`src/rtl/info_ram_reader.sv`:
```
// Read-side controller for the transmit info RAM: issues 2-cycle-latency reads with a
// one-word prefetch and streams MSB-first symbols to the mapper over valid/ready.
module info_ram_reader #(
    parameter int unsigned RAM_EXP   = 15,
    parameter int unsigned RAM_WIDTH = 32,
    parameter int unsigned SYM_BITS  = 2
) (
    input  logic                 clk,
    input  logic                 i_rst,
    input  logic                 i_start,
    input  logic                 i_stop,
    input  logic                 i_loop,
    input  logic [RAM_EXP:0]     i_num_words,
    output logic [RAM_EXP-1:0]   o_addr_r,
    output logic                 o_read_enb,
    output logic                 o_out_enb,
    output logic                 o_out_rst,
    input  logic [RAM_WIDTH-1:0] i_data_ram,
    output logic [SYM_BITS-1:0]  o_sym,
    output logic                 o_sym_valid,
    input  logic                 i_sym_ready,
    output logic                 o_busy,
    output logic                 o_done
);

    localparam int unsigned SYMS  = RAM_WIDTH / SYM_BITS;
    localparam int unsigned IDX_W = (SYMS > 1) ? $clog2(SYMS) : 1;
    localparam logic [IDX_W-1:0]   LAST_IDX  = IDX_W'(SYMS - 1);
    localparam logic [RAM_EXP:0]   MAX_WORDS = {1'b1, {RAM_EXP{1'b0}}};

    typedef enum logic [2:0] {
        S_IDLE,
        S_FETCH,
        S_WAIT,
        S_LOAD,
        S_STREAM
    } state_t;

    state_t               state;
    logic [RAM_EXP:0]     num_words;
    logic                 loop_mode;
    logic [RAM_EXP:0]     rd_cnt;
    logic [RAM_WIDTH-1:0] shift_reg;
    logic [RAM_WIDTH-1:0] pf_buf;
    logic                 pf_valid;
    logic                 land;
    logic [IDX_W-1:0]     sym_idx;

    logic                 inflight;
    logic                 hs;
    logic                 last_sym;
    logic                 words_left;
    logic                 issue;
    logic                 all_read;
    logic                 land_to_sr;
    logic [RAM_EXP-1:0]   last_addr;
    logic [RAM_EXP-1:0]   next_addr;

    assign o_out_rst = i_rst;
    assign o_sym     = shift_reg[RAM_WIDTH-1 -: SYM_BITS];

    // A read occupies three cycles: enable, output-register enable, data landing.
    always_comb begin
        inflight   = o_read_enb | o_out_enb | land;
        hs         = o_sym_valid & i_sym_ready;
        last_sym   = (sym_idx == LAST_IDX);
        words_left = loop_mode | (rd_cnt < num_words);
        issue      = (state == S_STREAM) & ~pf_valid & ~inflight & words_left;
        all_read   = ~loop_mode & (rd_cnt == num_words);
        land_to_sr = land & ((hs & last_sym & ~pf_valid) | ~o_sym_valid);
        last_addr  = num_words[RAM_EXP-1:0] - RAM_EXP'(1);
        next_addr  = (loop_mode && (o_addr_r == last_addr)) ? '0 : o_addr_r + RAM_EXP'(1);
    end

    always_ff @(posedge clk) begin
        if (i_rst) begin
            state       <= S_IDLE;
            num_words   <= '0;
            loop_mode   <= 1'b0;
            rd_cnt      <= '0;
            shift_reg   <= '0;
            pf_buf      <= '0;
            pf_valid    <= 1'b0;
            land        <= 1'b0;
            sym_idx     <= '0;
            o_addr_r    <= '0;
            o_read_enb  <= 1'b0;
            o_out_enb   <= 1'b0;
            o_sym_valid <= 1'b0;
            o_busy      <= 1'b0;
            o_done      <= 1'b0;
        end else begin
            o_done     <= 1'b0;
            o_read_enb <= 1'b0;
            o_out_enb  <= o_read_enb;
            land       <= o_out_enb;

            case (state)
                S_IDLE: begin
                    if (i_start && !i_stop && (i_num_words != '0)) begin
                        num_words  <= (i_num_words > MAX_WORDS) ? MAX_WORDS : i_num_words;
                        loop_mode  <= i_loop;
                        o_addr_r   <= '0;
                        o_read_enb <= 1'b1;
                        rd_cnt     <= (RAM_EXP+1)'(1);
                        sym_idx    <= '0;
                        pf_valid   <= 1'b0;
                        o_busy     <= 1'b1;
                        state      <= S_FETCH;
                    end
                end

                S_FETCH: state <= S_WAIT;

                S_WAIT: state <= S_LOAD;

                S_LOAD: begin
                    shift_reg   <= i_data_ram;
                    sym_idx     <= '0;
                    o_sym_valid <= 1'b1;
                    state       <= S_STREAM;
                end

                S_STREAM: begin
                    if (issue) begin
                        o_read_enb <= 1'b1;
                        o_addr_r   <= next_addr;
                        rd_cnt     <= rd_cnt + (RAM_EXP+1)'(1);
                    end

                    // Word boundary: buffer first, then data landing this edge, else stall or finish.
                    if (hs && !last_sym) begin
                        shift_reg <= shift_reg << SYM_BITS;
                        sym_idx   <= sym_idx + IDX_W'(1);
                    end else if (hs && last_sym) begin
                        if (pf_valid) begin
                            shift_reg <= pf_buf;
                            pf_valid  <= 1'b0;
                            sym_idx   <= '0;
                        end else if (land) begin
                            shift_reg <= i_data_ram;
                            sym_idx   <= '0;
                        end else if (all_read && !inflight) begin
                            o_done      <= 1'b1;
                            o_sym_valid <= 1'b0;
                            o_busy      <= 1'b0;
                            state       <= S_IDLE;
                        end else begin
                            o_sym_valid <= 1'b0;
                        end
                    end else if (!o_sym_valid && land) begin
                        shift_reg   <= i_data_ram;
                        sym_idx     <= '0;
                        o_sym_valid <= 1'b1;
                    end

                    if (land && !land_to_sr) begin
                        pf_buf   <= i_data_ram;
                        pf_valid <= 1'b1;
                    end
                end

                default: state <= S_IDLE;
            endcase

            if (i_stop && (state != S_IDLE)) begin
                state       <= S_IDLE;
                o_sym_valid <= 1'b0;
                o_busy      <= 1'b0;
                o_done      <= 1'b0;
                o_read_enb  <= 1'b0;
                o_out_enb   <= 1'b0;
                land        <= 1'b0;
                pf_valid    <= 1'b0;
            end
        end
    end

endmodule

```
`config.mk`:
```
export PLATFORM = sky130hd
export DESIGN_NAME = info_ram_reader
export DESIGN_NICKNAME = d
export VERILOG_FILES = /design/src/rtl/info_ram_reader.sv
export SDC_FILE = /design/constraint.sdc
export NUM_CORES = 1
export LEC_CHECK = 0
export CAP_MARGIN = 25
export CELL_PAD_IN_SITES_DETAIL_PLACEMENT = 2
export CELL_PAD_IN_SITES_GLOBAL_PLACEMENT = 2
export CORE_MARGIN = 4
export CORE_UTILIZATION = 30
export DETAILED_ROUTE_END_ITERATION = 12
export GPL_ROUTABILITY_DRIVEN = 0
export PLACE_DENSITY_LB_ADDON = 0.2
export SLEW_MARGIN = 40
export SYNTH_ARGS = -nofsm -noshare
export SYNTH_HDL_FRONTEND = slang
export SYNTH_SLANG_ARGS = --single-unit
```
`constraint.sdc`:
```
create_clock -name clk -period 2.55 [get_ports clk]
set_clock_uncertainty 0.2 [all_clocks]
set_input_delay 0.51 -clock clk [delete_from_list [all_inputs] [get_ports clk]]
set_output_delay 0.51 -clock clk [all_outputs]
set_load 0.005 [all_outputs]
```
==> results_dict.tcl <==
set metrics [dict create \
    synth_edf_count 0 \
    crit_fanout 7 \
    grt_overflow_total 0 \
    pin_count 77 \
    core_um2 21000 \
    port_buffers 76 \
    busiest_layer "met2" \
    yosys.area.top_type "dfxtp_1" \
    async_flop_share_pct 0 \
    vias 6973 \
    pre_cts_slack_ns -0.714 \
    clock-sinks 126 \
    violations "setup timing" \
    tns_ns -9.57 \
    layout_common_cells "nand2_1 (117), buf_4 (116), dfxtp_1 (111), a21oi_1 (98), nor2_1 (87)" \
    ys_seq_elements 126 \
    die_w_um 154 \
    grt_pass1_vias 7847 \
    cp_slowest_cell "nor4_4" \
    die_h_um 154 \
    drtPass1Iterations 4 \
    nNetsFinal 1074 \
    place_area_um2 8200 \
    syn_avg_cell_area_um2 7.75 \
    fillers 2278 \
    synth_top_flop_cell "dfxtp_1" \
    critical_path.startpoint_type "flip-flop" \
    layout_commonest_cell "nand2_1" \
    drive_above_1_share_pct 25.7 \
    cpMostUsedCell "buf_12" \
    postRouteAntennaNets 0 \
    crit_chain "inv_4, ha_4, nand4_1, nor4_4, a21boi_4, o31a_1, buf_12, buf_12, a21oi_1, xnor2_1, nor2_1" \
    drc 0 \
    rows 53 \
    timing.rr.start "num_words[11]" \
    internal-power_mw 3.92 \
    grt_pass1_wl_um 43200 \
    root_buffer "clkbuf_16" \
    grtUsageMet2_pct 43.8 \
    crit_start "num_words[11]" \
    start_util_pct 30.5 \
    p_leak_nw 3.60 \
    drtIter0Drc 299 \
    cp-end-kind "flip-flop" \
    p_per_area_nw_per_um2 545 \
    area_growth_pct 51.5 \
    ys_top_cells_by_area "dfxtp_1 (39%), a21oi_1 (8.4%), nand2_1 (7.0%), nor2_1 (5.4%), xnor2_1 (4.2%)" \
    regArea_um2 2540 \
    ys_warn_count 0 \
    use_met1_pct 25.0 \
    period_needed_ns 2.98 \
    slowest_delay_ns 0.47 \
    ys_seq_area_share_pct 39.5 \
    max_freq_mhz 335 \
    drv_slew 0 \
    multi_input_area_um2 4080 \
    power_frac_clock_pct 47.4 \
    wirelength_um 29700 \
    worst_pin_slew_ns 0.801 \
    synthCells 824 \
    ctsHtreeMaxLevel 4 \
    power.share.switching_pct 25.8 \
    finalInstanceArea_um2 9680 \
    hold_class "in -> reg" \
    worstPathArrival_ns 3.09 \
    dp_hpwl_um 17500 \
    clk_pin_slew_ns 0.06 \
    rsz0062_at_grt "yes" \
    synthDistinctLibCells 57 \
    p_seq_share_pct 38.3 \
    grt_max_degree 70 \
    synth.cell_area_um2 6390 \
    setup_ws_ns -0.433 \
    hold_start "i_rst" \
    netlist.area_leader.share_pct 39.5 \
    cts-buffers-inserted 17 \
    grt_antenna_before_repair 0 \
    relSlewSlack_pct 46.6 \
    synth_nets 898 \
    clk_latency_ns 0.42 \
    pwr-share-comb_pct 14.3 \
    dieArea_um2 23700 \
    irDropWorstVdd_mv 0.441 \
    fin_crit_sh_pct 117 \
    required_ns 2.66 \
    max_cap_viol_count 0 \
    n_antenna_cell 0 \
    p_sw_mw 1.36 \
    status "complete, but fails checks" \
    wl_per_cell_um 23.0 \
    critical_path_class "reg -> reg" \
    clock_path_buffers 2 \
    gr-usage-met3_pct 3.86 \
    hold_viol 0 \
    cts_tree "done" \
    drt-vias-per-instance 5.41 \
    grt.total_usage_pct 22.7 \
    final-setup-viol-count 34 \
]
## worst paths after layout
kind | end | slack (ns) | cells past startpoint
min reg2reg | shift_reg[16] | 0.25 | 2
max | o_addr_r[14] | -0.43 | 11
min | num_words[15] | 0.25 | 2
max reg2reg | o_addr_r[14] | -0.43 | 11
## critical path, delay by kind of cell, from the launching register on
kind	cells	cell delay (ns)
adders and majority gates	1	0.28
DFF	1	0.36
xor gates and xnor gates	1	0.23
AOI/OAI and AO/OA	3	0.62
buffers and inverters	3	0.37
and+or+nand+nor	3	0.79
## stage by stage
step	utilization [%]	hold slack, ns	std cells	power [mW]
2_1_floorplan	-	0.231	824	2.33
3_3_place_gp	39.1	0.239	1229	2.59
3_5_place_dp	39.1	0.248	1229	2.62
4_1_cts	44.3	0.222	1273	5.17
5_1_grt	46.2	0.251	1288	5.45
6_report	46.2	0.252	1288	5.28
## Yosys cell counts, types with 5 or more instances
master	instances
clkbuf_1	40
o22ai_1	34
o21ai_0	10
nand2b_1	5
a21oi_1	107
xor2_1	12
inv_1	30
a31oi_1	5
buf_2	7
ha_1	20
nor2_1	92
and3_1	6
nor3b_1	14
a211oi_1	7
nor3_1	17
dfxtp_1	126
nand3_1	20
nand4_1	21
nand2_1	120
nor4_1	5
xnor2_1	31
or3_1	29
## per-layer routing
metal	wire length (um)	vias to the layer above
li1	-	3251
met3	859	50
met4	834	0
met2	16200	137
met1	11800	3535
met5	0	-
## power groups by stage
| stage | registers [mW] | clock network, mW | logic (mW) |
|---|---|---|---|
| after floorplan | 2.06 | 0 | 0.266 |
| after global placement | 2.06 | 0 | 0.535 |
| after detailed placement | 2.06 | 0 | 0.559 |
| after CTS | 2.02 | 2.51 | 0.643 |
| after global routing | 2.02 | 2.63 | 0.799 |
| final | 2.02 | 2.50 | 0.754 |
## repair_timing
item	in CTS	in global routing
buffers inserted	9	15
resized for setup	76	64
endpoints found under the setup margin	54	67
pin swaps	27	32
gates cloned	3	2
hold buffers	0	0
## cell families (layout without fill, tap and decap cells)
logic type | count (synthesis) | after routing | share of synthesized area, %
compound gates | 195 | 197 | 18.2
flops | 126 | 126 | 39.5
xor+xnor | 43 | 43 | 5.89
simple gates | 351 | 351 | 26.3
mux | 4 | 4 | 0.646
buf+inv | 85 | 272 | 5.58
fa+ha+maj | 20 | 20 | 3.92
## area by class of cell
class                   instances  area share [%]
clock inverters                 5           0.801
clock buffers                  27            5.30
multi-input cells             615            42.2
flip-flops and latches        126            26.3
well taps                     275            3.55
inverters                      30            1.21
repair buffers                210            20.7
(Power assumes the default switching activity.)
